$ cat config.mk
export PLATFORM = sky130hd
export DESIGN_NAME = spi_tx_packet_streamer_flat
export DESIGN_NICKNAME = d
export VERILOG_FILES = /design/src/rtl/spi_tx_packet_streamer_pkg.sv /design/src/rtl/spi_tx_packet_streamer_if.sv /design/src/rtl/spi_tx_packet_streamer_skid.sv /design/src/rtl/spi_tx_packet_streamer.sv /design/src/flat_wrapper.sv
export SDC_FILE = /design/constraint.sdc
export NUM_CORES = 2
export LEC_CHECK = 0
export ABC_CLOCK_PERIOD_IN_PS = 3400
export CORE_ASPECT_RATIO = 0.7
export CORE_MARGIN = 10
export CORE_UTILIZATION = 56
export DETAILED_ROUTE_END_ITERATION = 16
export GPL_TIMING_DRIVEN = 0
export PLACE_DENSITY = 0.8
export SYNTH_ARGS = -nofsm -noshare
export SYNTH_HDL_FRONTEND = slang
export SYNTH_SLANG_ARGS = --single-unit
$ cat constraint.sdc
create_clock -name clk -period 3.4 [get_ports clk]
set_input_delay 0.85 -clock clk [delete_from_list [all_inputs] [get_ports clk]]
set_output_delay 0.85 -clock clk [all_outputs]
set_load 0.02 [all_outputs]
$ cat src/rtl/spi_tx_packet_streamer_pkg.sv
// Shared NDN packet definitions for the SPI transmit streamer: packet layout,
// field widths, streamer state encoding and byte-select helpers.
package ndn_pkt_pkg;

    localparam int META_TYPE_BIT = 6;
    localparam logic PKT_INTEREST = 1'b1;
    localparam logic PKT_DATA     = 1'b0;

    localparam int PREFIX_BYTES = 8;
    localparam int DATA_BYTES   = 32;

    localparam int META_W     = 8;
    localparam int PLEN_W     = 6;
    localparam int PREFIX_W   = PREFIX_BYTES * 8;
    localparam int DATA_W     = DATA_BYTES * 8;
    localparam int PKT_W      = META_W + PREFIX_W + DATA_W;

    typedef enum logic [2:0] {
        ST_IDLE   = 3'd0,
        ST_START  = 3'd1,
        ST_META   = 3'd2,
        ST_PREFIX = 3'd3,
        ST_GAP    = 3'd4,
        ST_DATA   = 3'd5,
        ST_HOLD   = 3'd6
    } stream_state_e;

    typedef struct packed {
        logic [META_W-1:0]   meta;
        logic [PREFIX_W-1:0] prefix;
        logic [DATA_W-1:0]   data;
    } ndn_pkt_t;

    // Index 0 selects the most significant byte; ~idx is (count-1-idx) for power-of-two counts.
    function automatic logic [7:0] prefix_byte(input logic [PREFIX_W-1:0] prefix, input logic [2:0] idx);
        return prefix[{~idx, 3'b000} +: 8];
    endfunction

    function automatic logic [7:0] data_byte(input logic [DATA_W-1:0] data, input logic [4:0] idx);
        return data[{~idx, 3'b000} +: 8];
    endfunction

endpackage

$ cat src/rtl/spi_tx_packet_streamer_if.sv
// Packet-in / byte-stream-out bundle between the forwarding logic, the
// streamer and the SPI interface.
interface spi_tx_packet_streamer_if;
    logic         in_valid;
    logic         in_ready;
    logic [7:0]   in_meta;
    logic [63:0]  in_prefix;
    logic [255:0] in_data;
    logic         tx_valid;
    logic [7:0]   tx_byte;
    logic         busy;
    logic         pkt_sent;

    modport master (
        output in_valid, in_meta, in_prefix, in_data,
        input  in_ready, tx_valid, tx_byte, busy, pkt_sent
    );

    modport slave (
        input  in_valid, in_meta, in_prefix, in_data,
        output in_ready, tx_valid, tx_byte, busy, pkt_sent
    );
endinterface

$ cat src/rtl/spi_tx_packet_streamer_skid.sv
// One-entry valid/ready holding register; ready is registered and depends
// only on occupancy, so there is no combinational path from in_valid.
module ndn_pkt_skid_reg #(
    parameter int W = 328
) (
    input  logic         clk,
    input  logic         rst,
    input  logic         in_valid,
    input  logic [W-1:0] in_payload,
    output logic         in_ready,
    input  logic         take,
    output logic         out_valid,
    output logic [W-1:0] out_payload
);

    logic         valid_r;
    logic         ready_r;
    logic [W-1:0] payload_r;
    logic         load_s;
    logic         valid_n_s;

    assign load_s      = in_valid && ready_r;
    assign in_ready    = ready_r;
    assign out_valid   = valid_r;
    assign out_payload = payload_r;

    // Next occupancy: a load wins over a drain on the same edge.
    always_comb begin
        valid_n_s = valid_r;
        if (load_s) begin
            valid_n_s = 1'b1;
        end else if (take) begin
            valid_n_s = 1'b0;
        end else begin
            valid_n_s = valid_r;
        end
    end

    // Occupancy, registered ready and payload storage.
    always_ff @(posedge clk) begin
        if (!rst) begin
            valid_r   <= 1'b0;
            ready_r   <= 1'b1;
            payload_r <= {W{1'b0}};
        end else begin
            valid_r <= valid_n_s;
            ready_r <= !valid_n_s;
            if (load_s) begin
                payload_r <= in_payload;
            end
        end
    end

endmodule

$ cat src/rtl/spi_tx_packet_streamer.sv
// Streams one buffered NDN packet as start pulse + meta + prefix + gap + 32
// data bytes, then holds off while the SPI link shifts the bits out.
module spi_tx_packet_streamer
    import ndn_pkt_pkg::*;
#(
    parameter int HOLDOFF_INT  = 80,
    parameter int HOLDOFF_DATA = 340
) (
    input  logic                     clk,
    input  logic                     rst,
    spi_tx_packet_streamer_if.slave  bus
);

    localparam int HOLD_MAX = (HOLDOFF_INT > HOLDOFF_DATA) ? HOLDOFF_INT : HOLDOFF_DATA;
    localparam int HCNT_W   = (HOLD_MAX < 1) ? 1 : $clog2(HOLD_MAX + 1);
    localparam logic [HCNT_W-1:0] HOLD_INT_LD  = HCNT_W'(HOLDOFF_INT);
    localparam logic [HCNT_W-1:0] HOLD_DATA_LD = HCNT_W'(HOLDOFF_DATA);
    localparam logic [HCNT_W-1:0] HCNT_ONE     = HCNT_W'(1);
    localparam logic [HCNT_W-1:0] HCNT_ZERO    = HCNT_W'(0);

    stream_state_e     state_r, state_n;
    logic [2:0]        pidx_r, pidx_n;
    logic [4:0]        didx_r, didx_n;
    logic [HCNT_W-1:0] hcnt_r, hcnt_n;
    ndn_pkt_t          work_r;
    ndn_pkt_t          in_pkt_s;
    ndn_pkt_t          skid_pkt_s;
    logic              skid_valid_s;
    logic              take_s;

    logic              tx_valid_r, tx_valid_n;
    logic [7:0]        tx_byte_r, tx_byte_n;
    logic              busy_r, busy_n;
    logic              pkt_sent_r, pkt_sent_n;

    // Interest packets carry no payload, so their data field is stored as zeros.
    always_comb begin
        in_pkt_s.meta   = bus.in_meta;
        in_pkt_s.prefix = bus.in_prefix;
        if (bus.in_meta[META_TYPE_BIT] == PKT_INTEREST) begin
            in_pkt_s.data = {DATA_W{1'b0}};
        end else begin
            in_pkt_s.data = bus.in_data;
        end
    end

    assign take_s = (state_r == ST_IDLE) && skid_valid_s;

    ndn_pkt_skid_reg #(
        .W (PKT_W)
    ) u_skid (
        .clk         (clk),
        .rst         (rst),
        .in_valid    (bus.in_valid),
        .in_payload  (in_pkt_s),
        .in_ready    (bus.in_ready),
        .take        (take_s),
        .out_valid   (skid_valid_s),
        .out_payload (skid_pkt_s)
    );

    // Next-state and counter sequencing.
    always_comb begin
        state_n = state_r;
        pidx_n  = pidx_r;
        didx_n  = didx_r;
        hcnt_n  = hcnt_r;
        case (state_r)
            ST_IDLE: begin
                if (skid_valid_s) begin
                    state_n = ST_START;
                end else begin
                    state_n = ST_IDLE;
                end
            end
            ST_START: state_n = ST_META;
            ST_META: begin
                state_n = ST_PREFIX;
                pidx_n  = 3'd0;
            end
            ST_PREFIX: begin
                if (pidx_r == 3'd7) begin
                    state_n = ST_GAP;
                end else begin
                    pidx_n = pidx_r + 3'd1;
                end
            end
            ST_GAP: begin
                state_n = ST_DATA;
                didx_n  = 5'd0;
            end
            ST_DATA: begin
                if (didx_r == 5'd31) begin
                    state_n = ST_HOLD;
                    if (work_r.meta[META_TYPE_BIT] == PKT_INTEREST) begin
                        hcnt_n = HOLD_INT_LD;
                    end else begin
                        hcnt_n = HOLD_DATA_LD;
                    end
                end else begin
                    didx_n = didx_r + 5'd1;
                end
            end
            ST_HOLD: begin
                if (hcnt_r == HCNT_ZERO) begin
                    state_n = ST_IDLE;
                end else begin
                    hcnt_n = hcnt_r - HCNT_ONE;
                end
            end
            default: state_n = ST_IDLE;
        endcase
    end

    // Outputs are computed for the state being entered so they can be registered.
    always_comb begin
        tx_valid_n = 1'b0;
        tx_byte_n  = 8'h00;
        pkt_sent_n = 1'b0;
        busy_n     = (state_n != ST_IDLE);
        case (state_n)
            ST_START:  tx_valid_n = 1'b1;
            ST_META:   tx_byte_n  = work_r.meta;
            ST_PREFIX: tx_byte_n  = prefix_byte(work_r.prefix, pidx_n);
            ST_DATA:   tx_byte_n  = data_byte(work_r.data, didx_n);
            ST_HOLD:   pkt_sent_n = (hcnt_n == HCNT_ZERO);
            default:   tx_byte_n  = 8'h00;
        endcase
    end

    // State, counters, working packet and registered outputs.
    always_ff @(posedge clk) begin
        if (!rst) begin
            state_r    <= ST_IDLE;
            pidx_r     <= 3'd0;
            didx_r     <= 5'd0;
            hcnt_r     <= HCNT_ZERO;
            work_r     <= {PKT_W{1'b0}};
            tx_valid_r <= 1'b0;
            tx_byte_r  <= 8'h00;
            busy_r     <= 1'b0;
            pkt_sent_r <= 1'b0;
        end else begin
            state_r    <= state_n;
            pidx_r     <= pidx_n;
            didx_r     <= didx_n;
            hcnt_r     <= hcnt_n;
            tx_valid_r <= tx_valid_n;
            tx_byte_r  <= tx_byte_n;
            busy_r     <= busy_n;
            pkt_sent_r <= pkt_sent_n;
            if (take_s) begin
                work_r <= skid_pkt_s;
            end
        end
    end

    assign bus.tx_valid = tx_valid_r;
    assign bus.tx_byte  = tx_byte_r;
    assign bus.busy     = busy_r;
    assign bus.pkt_sent = pkt_sent_r;

endmodule

$ cat src/flat_wrapper.sv
// flat-port wrapper written by rule: the top's interface ports become plain ports
module spi_tx_packet_streamer_flat import ndn_pkt_pkg::*;
#(
    parameter int HOLDOFF_INT  = 80,
    parameter int HOLDOFF_DATA = 340
)
  (clk, rst, bus_in_valid, bus_in_meta, bus_in_prefix, bus_in_data, bus_in_ready, bus_tx_valid, bus_tx_byte, bus_busy, bus_pkt_sent);
  spi_tx_packet_streamer_if bus_i ();
  input  logic clk;
  input  logic rst;
  input wire logic [$bits(bus_i.in_valid)-1:0] bus_in_valid;
  input wire logic [$bits(bus_i.in_meta)-1:0] bus_in_meta;
  input wire logic [$bits(bus_i.in_prefix)-1:0] bus_in_prefix;
  input wire logic [$bits(bus_i.in_data)-1:0] bus_in_data;
  output wire logic [$bits(bus_i.in_ready)-1:0] bus_in_ready;
  output wire logic [$bits(bus_i.tx_valid)-1:0] bus_tx_valid;
  output wire logic [$bits(bus_i.tx_byte)-1:0] bus_tx_byte;
  output wire logic [$bits(bus_i.busy)-1:0] bus_busy;
  output wire logic [$bits(bus_i.pkt_sent)-1:0] bus_pkt_sent;
  assign bus_i.in_valid = bus_in_valid;
  assign bus_i.in_meta = bus_in_meta;
  assign bus_i.in_prefix = bus_in_prefix;
  assign bus_i.in_data = bus_in_data;
  assign bus_in_ready = bus_i.in_ready;
  assign bus_tx_valid = bus_i.tx_valid;
  assign bus_tx_byte = bus_i.tx_byte;
  assign bus_busy = bus_i.busy;
  assign bus_pkt_sent = bus_i.pkt_sent;
  spi_tx_packet_streamer #(.HOLDOFF_INT(HOLDOFF_INT), .HOLDOFF_DATA(HOLDOFF_DATA)) u_core (.clk(clk), .rst(rst), .bus(bus_i));
endmodule
; ---- After elaboration in Yosys (flattened, before gate mapping)
; Cells that the tools add are included.
[totals]
output_inout_bits = 12
ff_bits = 689
word_cells = 60
[op_classes]
muxes = 18
n_shift = 2
n_eq_ne = 13
n_addsub = 3
n_reduce_logical = 8
bitwise = 2
[ops]
columns = cell, count
row1 = two-way mux 256 bit, 1
row2 = variable part select 256 x 9 -> 8 bit, 1
row3 = variable part select 64 x 7 -> 8 bit, 1
row4 = two-way mux 9 bit, 3
row5 = case mux 8 bit (3 select lines), 1
row6 = case mux 3 bit (7 select lines), 1
row7 = == test 3 bit (second input constant), 6
row8 = zero test 9 bit, 2
row9 = case mux 9 bit (2 select lines), 1
row10 = == test 3 x 2 -> 1 bit (second input constant), 4
row11 = two-way mux 3 bit, 4
row12 = case mux 5 bit (2 select lines), 1
row13 = subtractor 9 x 1 -> 9 bit (second input constant), 1
row14 = == test 3 x 1 -> 1 bit (second input constant), 2
row15 = case mux 3 bit (2 select lines), 1
row16 = adder 5 x 1 -> 5 bit (second input constant), 1
row17 = == test 5 bit (second input constant), 1
row18 = two-way mux 5 bit, 1
row19 = NOT 5 bit, 1
row20 = two-way mux 1 bit, 4
row21 = adder 3 x 1 -> 3 bit (second input constant), 1
row22 = zero test 3 bit, 1
row23 = NOT 3 bit, 1
row24 = nonzero test 3 bit, 1
row25 = other kinds (3), 4

; ---- Longest topological paths before layout
[logic_depth]
word_depth = 6
depth_mapped = 12
ltp_nobuf = 8

; ---- Cells and area by module
; From an unflattened synthesis, not the netlist that was laid out.
[unflattened]
hier_cells = 3826
hier_area_um2 = 29717.3
[modules_own_cells]
columns = module, area_each_um2, n_inst, cells_per_inst
row1 = spi_tx_packet_streamer, 17246.5, 1, 2324
row2 = ndn_pkt_skid_reg, 12470.7, 1, 1502

; ---- Worst setup path before layout
; OpenSTA, ideal clock, no wires.
[synth_path]
path_type = reg2reg
from = reg u_core.didx_r[0]
to = reg u_core.tx_byte_r[0] (netlist: u_core.bus.tx_byte[0])
n_path_buf = 2
path_stages_with_launch = 11
synth_period_minus_slack_ns = 2.394
t_arrival_ns = 2.255
required_time_ns = 3.261
path_slack_ns = 1.006
cell_sequence = dfxtp_1 ha_1 and4_4 buf_6 nor3_4 nor2_8 buf_6 mux2i_1 a211oi_1 o41ai_1 o2111ai_1
[synth_via]
elab_chain_cells = 6
word_cells_on_any_way = 12
[synth_lines]
columns = item, line
row1 = "start, declared", spi_tx_packet_streamer.sv:23  ; logic [4:0] didx_r, didx_n;
row2 = "start signal, assigned", spi_tx_packet_streamer.sv:146  ; didx_r <= didx_n;
row3 = adder 5 x 1 -> 5 bit / == test 5 bit (equally long branches), "spi_tx_packet_streamer.sv:101, spi_tx_packet_streamer.sv:93"
row4 = two-way mux 5 bit, spi_tx_packet_streamer.sv:93  ; if (didx_r == 5'd31) begin
row5 = case mux 5 bit (2 select lines), spi_tx_packet_streamer.sv:68  ; case (state_r)
row6 = NOT 5 bit, spi_tx_packet_streamer_pkg.sv:40  ; return data[{~idx, 3'b000} +: 8];
row7 = variable part select 256 x 9 -> 8 bit, spi_tx_packet_streamer_pkg.sv:40
row8 = case mux 8 bit (3 select lines) *, spi_tx_packet_streamer.sv:121  ; case (state_n)
row9 = "end signal, assigned", spi_tx_packet_streamer.sv:149  ; tx_byte_r <= tx_byte_n;
row10 = "end, declared", spi_tx_packet_streamer.sv:32  ; logic [7:0] tx_byte_r, tx_byte_n;
; Mark *: on every way between the ends. The rest lies on a longest branch, timed or not.
; A chain may end at the register's enable or synchronous reset.

; ---- Worst setup path in the final report
[layout_path]
from = reg u_core.didx_r[0]
to = reg u_core.tx_byte_r[5] (netlist: u_core.bus.tx_byte[5])
; The elaborated chain is that of the path after synthesis.

==> reports/summary.md <==
### Layout
• **sequential cell area** 13800 um2
• **area of combinational cells with multiple inputs** 12800 um2
• **non-filler instance count after layout** 4605
• **number of filler instances in the final layout** 4139
• **utilization after layout** 69.4%
• **number of nets in the finished design** 4225
• **P&R area growth vs syn** 23.0%
• **share of final-layout standard cells stronger than drive strength 1** 4.06%
• **Post-Layout Inst Area** 34100 um2

### STA
• **RSZ-0062 raised after global routing** no
• **worst rel slew slack** 10.6%
• **max-slew violation count** 0
• **Tightest Pin Transition** 1.34 ns
• **Max Fclk** 292 MHz
• **number of endpoints failing setup at the final stage** 1
• **clock skew after layout** 0.0419 ns
• **final clock period utilization by the worst path** 101%
• **min cycle time layout** 3.43 ns
• **number of hold-slack violations in the final timing report** 0
• **fin worst setup slack** -0.0254 ns

### Synthesis
• **main area contributors after synthesis** dfxtp_1 50%, nand2_1 16%, a21oi_1 12%, nand3b_1 7.0%, clkbuf_1 3.5%
• **Synth Net Count** 3821
• **most frequently used cell type in the post-synthesis netlist** nand2_1
• **async set or reset register ratio after synthesis** 0%
• **per-instance average area after synthesis** 7.96 um2
• **warnings from Yosys** 0
• **FF+latch count, synth** 689
• **share of the yosys chip area belonging to registers** 49.7%
• **top cells by count, synth** 1147 x nand2_1, 691 x a21oi_1, 689 x dfxtp_1
• **top cell type by total area after synthesis** dfxtp_1
• **Post-Syn Instances** 3487
• **number of enable flip-flop cells after synthesis** 0
• **number of distinct library cells after synthesis** 64
• **area share of the largest cell type after synthesis** 49.7%
• **netlist area before placement** 27800 um2
• **predominant post-synthesis flop cell** dfxtp_1

### Setup path
• **Largest delay share family, worst path** compound AO/OA/AOI/OAI gates
• **kind of capture point of the worst setup path** flip-flop
• **arrival time at the worst endpoint** 3.84 ns
• **sequence of cells on the critical path** ha_1, and4_4, buf_6, or3_1, buf_4, nand4_4, buf_4, o22ai_1, a211oi_1, o41ai_2, nand4_1
• **critical path launch point type** flip-flop
• **CP bufs+invs** 3
• **Slowest-stage cell, CP** o41ai_2
• **minimum setup slack among reg-to-reg paths** -0.03 ns
• **Critical Path Max Stage Delay** 0.66 ns
• **maximum fanout encountered on the critical timing path** 10
• **Critical Path RT** 3.82 ns
• **type of the worst setup path** reg -> reg
• **CP most frequent cell** buf_4

### Placement
• **Post-Place Cells** 4493
• **final estimated routing congestion in global placement** 0.983
• **post-detail-place hpwl** 70200 um
• **area after detailed placement** 32000 um2
• **Port Buffer Count** 341
• **pre-CTS setup slack** -0.434 ns

### CTS
• **maximum buffer depth of the clock tree** 3
• **TritonCTS clock tree** built
• **TritonCTS buffer count** 61
• **clock network latency to the later pin of the worst-skew pair** 0.63 ns
• **cell at the root of the clock tree** clkbuf_16
• **H-tree depth reported by CTS** 2
• **clock transition time at the flip-flop clock pins of the worst setup and hold paths** 0.07 ns
• **clk sink count** 689

### Global routing
• **via count of the first global-routing pass** 25000
• **overflow left after global routing** 0
• **pin count of the biggest net entering global routing** 16
• **number of antenna violations at the first check in global routing** 1
• **total track usage** 30.3%
• **first-pass GRT wire length** 141000 um

### Pwr
• **Lkg Pwr** 11.7 nW
• **power density cells** 506 nW/um2
• **worst supply voltage drop on vdd** 0.353 mV
• **total chip power** 17.3 mW

### Drt
• **routed vias** 26600
• **number of nets still failing antenna checks after routing** 0
• **met3 WL post-DR** 10300 um
• **routed wire length** 93600 um
• **met2 routed WL** 39000 um
• **Met1 Routed Length** 41300 um
• **routed wire length per instance** 20.3 um
• **1st-iter DRT viols** 3072
• **Post-route DRC** 0
• **number of detailed-route iterations in the first pass** 6
• **Highest Signal Layer** met5
• **post-detailed-route via-to-cell ratio** 5.78

### Die
• **Initial Utilization** 56.4%
• **die width** 286 um
• **die area** 59000 um2
• **number of rows in the core area** 68
• **count of pins on the block boundary** 343
• **placeable core area** 49200 um2
• **Die Y** 206 um

### Worst hold path
• **Min-Delay Path Class** reg -> reg

### Status
• **status** finished, violations left
• **failing checks** negative setup slack

### Flow run
• **Max-cap violations** 0

==> cells in the final DEF, fill, tap and decap left out, types with 6 or more instances in the layout <==
cell type / Yosys / layout
buf_6: 8 / 9
o211ai_1: 11 / 11
and3_1: 13 / 13
nor2_1: 45 / 45
a31oi_1: 7 / 7
nor3_1: 7 / 7
mux2i_1: 89 / 89
inv_1: 8 / 8
clkbuf_16: 0 / 62
nand4_1: 15 / 15
dfxtp_1: 689 / 688
clkbuf_1: 260 / 268
a211oi_1: 37 / 37
a21oi_1: 691 / 690
nand3b_1: 257 / 257
nand2_1: 1147 / 1147
and2_1: 8 / 8
nand3_1: 16 / 16
clkdlybuf4s50_1: 0 / 341
clkbuf_8: 0 / 13
o22ai_1: 29 / 29
o31ai_1: 7 / 7
buf_2: 21 / 19
nand2b_1: 6 / 6
a221oi_1: 7 / 7
o21ai_0: 23 / 23
bufinv_16: 0 / 7
clkinv_2: 0 / 17
==> final cells by class <==
class / instances / area share, %
antenna: 1 / 0.00733
buffer: 294 / 3.56
clock buffer: 84 / 5.17
clock inverter: 27 / 0.960
inverter: 9 / 0.0989
multi-input combinational: 2495 / 37.4
sequential: 689 / 40.4
tap: 665 / 2.44
timing repair buffer: 341 / 10.0
==> path summary, 6_finish.rpt <==
| path | start | end | cells after the start |
|---|---|---|---|
| hold / removal | u_core.u_skid.out_payload[248]$_SDFFE_PN0P_ | u_core.work_r[248]$_SDFFE_PN0P_ | 2 |
| hold reg to reg | u_core.u_skid.out_payload[248]$_SDFFE_PN0P_ | u_core.work_r[248]$_SDFFE_PN0P_ | 2 |
| setup / recovery | u_core.didx_r[0]$_SDFF_PN0_ | u_core.bus.tx_byte[5]$_SDFF_PN0_ | 11 |
| setup reg to reg | u_core.didx_r[0]$_SDFF_PN0_ | u_core.bus.tx_byte[5]$_SDFF_PN0_ | 11 |
==> through the flow <==
step	setup TNS [ns]	hold WS (ns)
4_1_cts	0	0.428
6_report	-0.0254	0.422
3_3_place_gp	-99.94	0.440
5_1_grt	0	0.460
2_1_floorplan	0	0.432
3_5_place_dp	-97.90	0.442
==> worst register-to-register path, stage by stage (launching register included) <==
cell	delay [ns]
dfxtp_2	0.44
ha_1	0.28
and4_4	0.24
buf_6	0.14
or3_1	0.11
buf_4	0.18
nand4_4	0.21
buf_4	0.30
o22ai_1	0.20
a211oi_1	0.14
o41ai_2	0.66
nand4_1	0.33
==> routing by layer <==
| layer | vias up | GRT usage (%) |
|---|---|---|
| li1 | 12600 | - |
| met1 | 12500 | 42.6 |
| met2 | 1279 | 45.0 |
| met3 | 201 | 8.03 |
| met4 | 4 | 9.02 |
| met5 | - | 0.0833 |
==> state kept, by name, summed over array words and instances (netlist names) <==
| name | flops |
|---|---|
| u_core.state_r | 3 |
| u_core.work_r | 328 |
| u_core.pidx_r | 3 |
| u_core.bus.tx_byte | 8 |
| u_core.hcnt_r | 9 |
| u_core.u_skid.in_ready | 1 |
| u_core.bus.busy | 1 |
| u_core.u_skid.out_payload | 328 |
| u_core.bus.tx_valid | 1 |
| u_core.u_skid.out_valid | 1 |
| u_core.didx_r | 5 |
| u_core.bus.pkt_sent | 1 |
==> where the power goes <==
group,internal [mW],leakage [nW],switching [mW]
clock,4.15,1.04,3.11
combinational,0.651,5.10,0.930
sequential,8.31,5.59,0.143
==> cell families (layout without fill, tap and decap cells) <==
logic type	count (synthesis)	after routing	synth area share, %
muxes	89	89	3.21
xor gates and xnor gates	3	3	0.0947
and+or+nand+nor	1537	1537	25.2
DFF	689	689	49.7
other	0	1	0
adders and majority gates	3	3	0.135
buffers and inverters	303	755	4.46
AOI/OAI and AO/OA	863	863	17.2
==> repair_timing <==
item	4_1_cts	5_1_grt
buffers inserted	0	0
hold buffers	0	0
resized for setup	5	8
setup endpoints to repair	5	5
cloned	0	0
pin swaps	0	2
(Power assumes the default switching activity.)
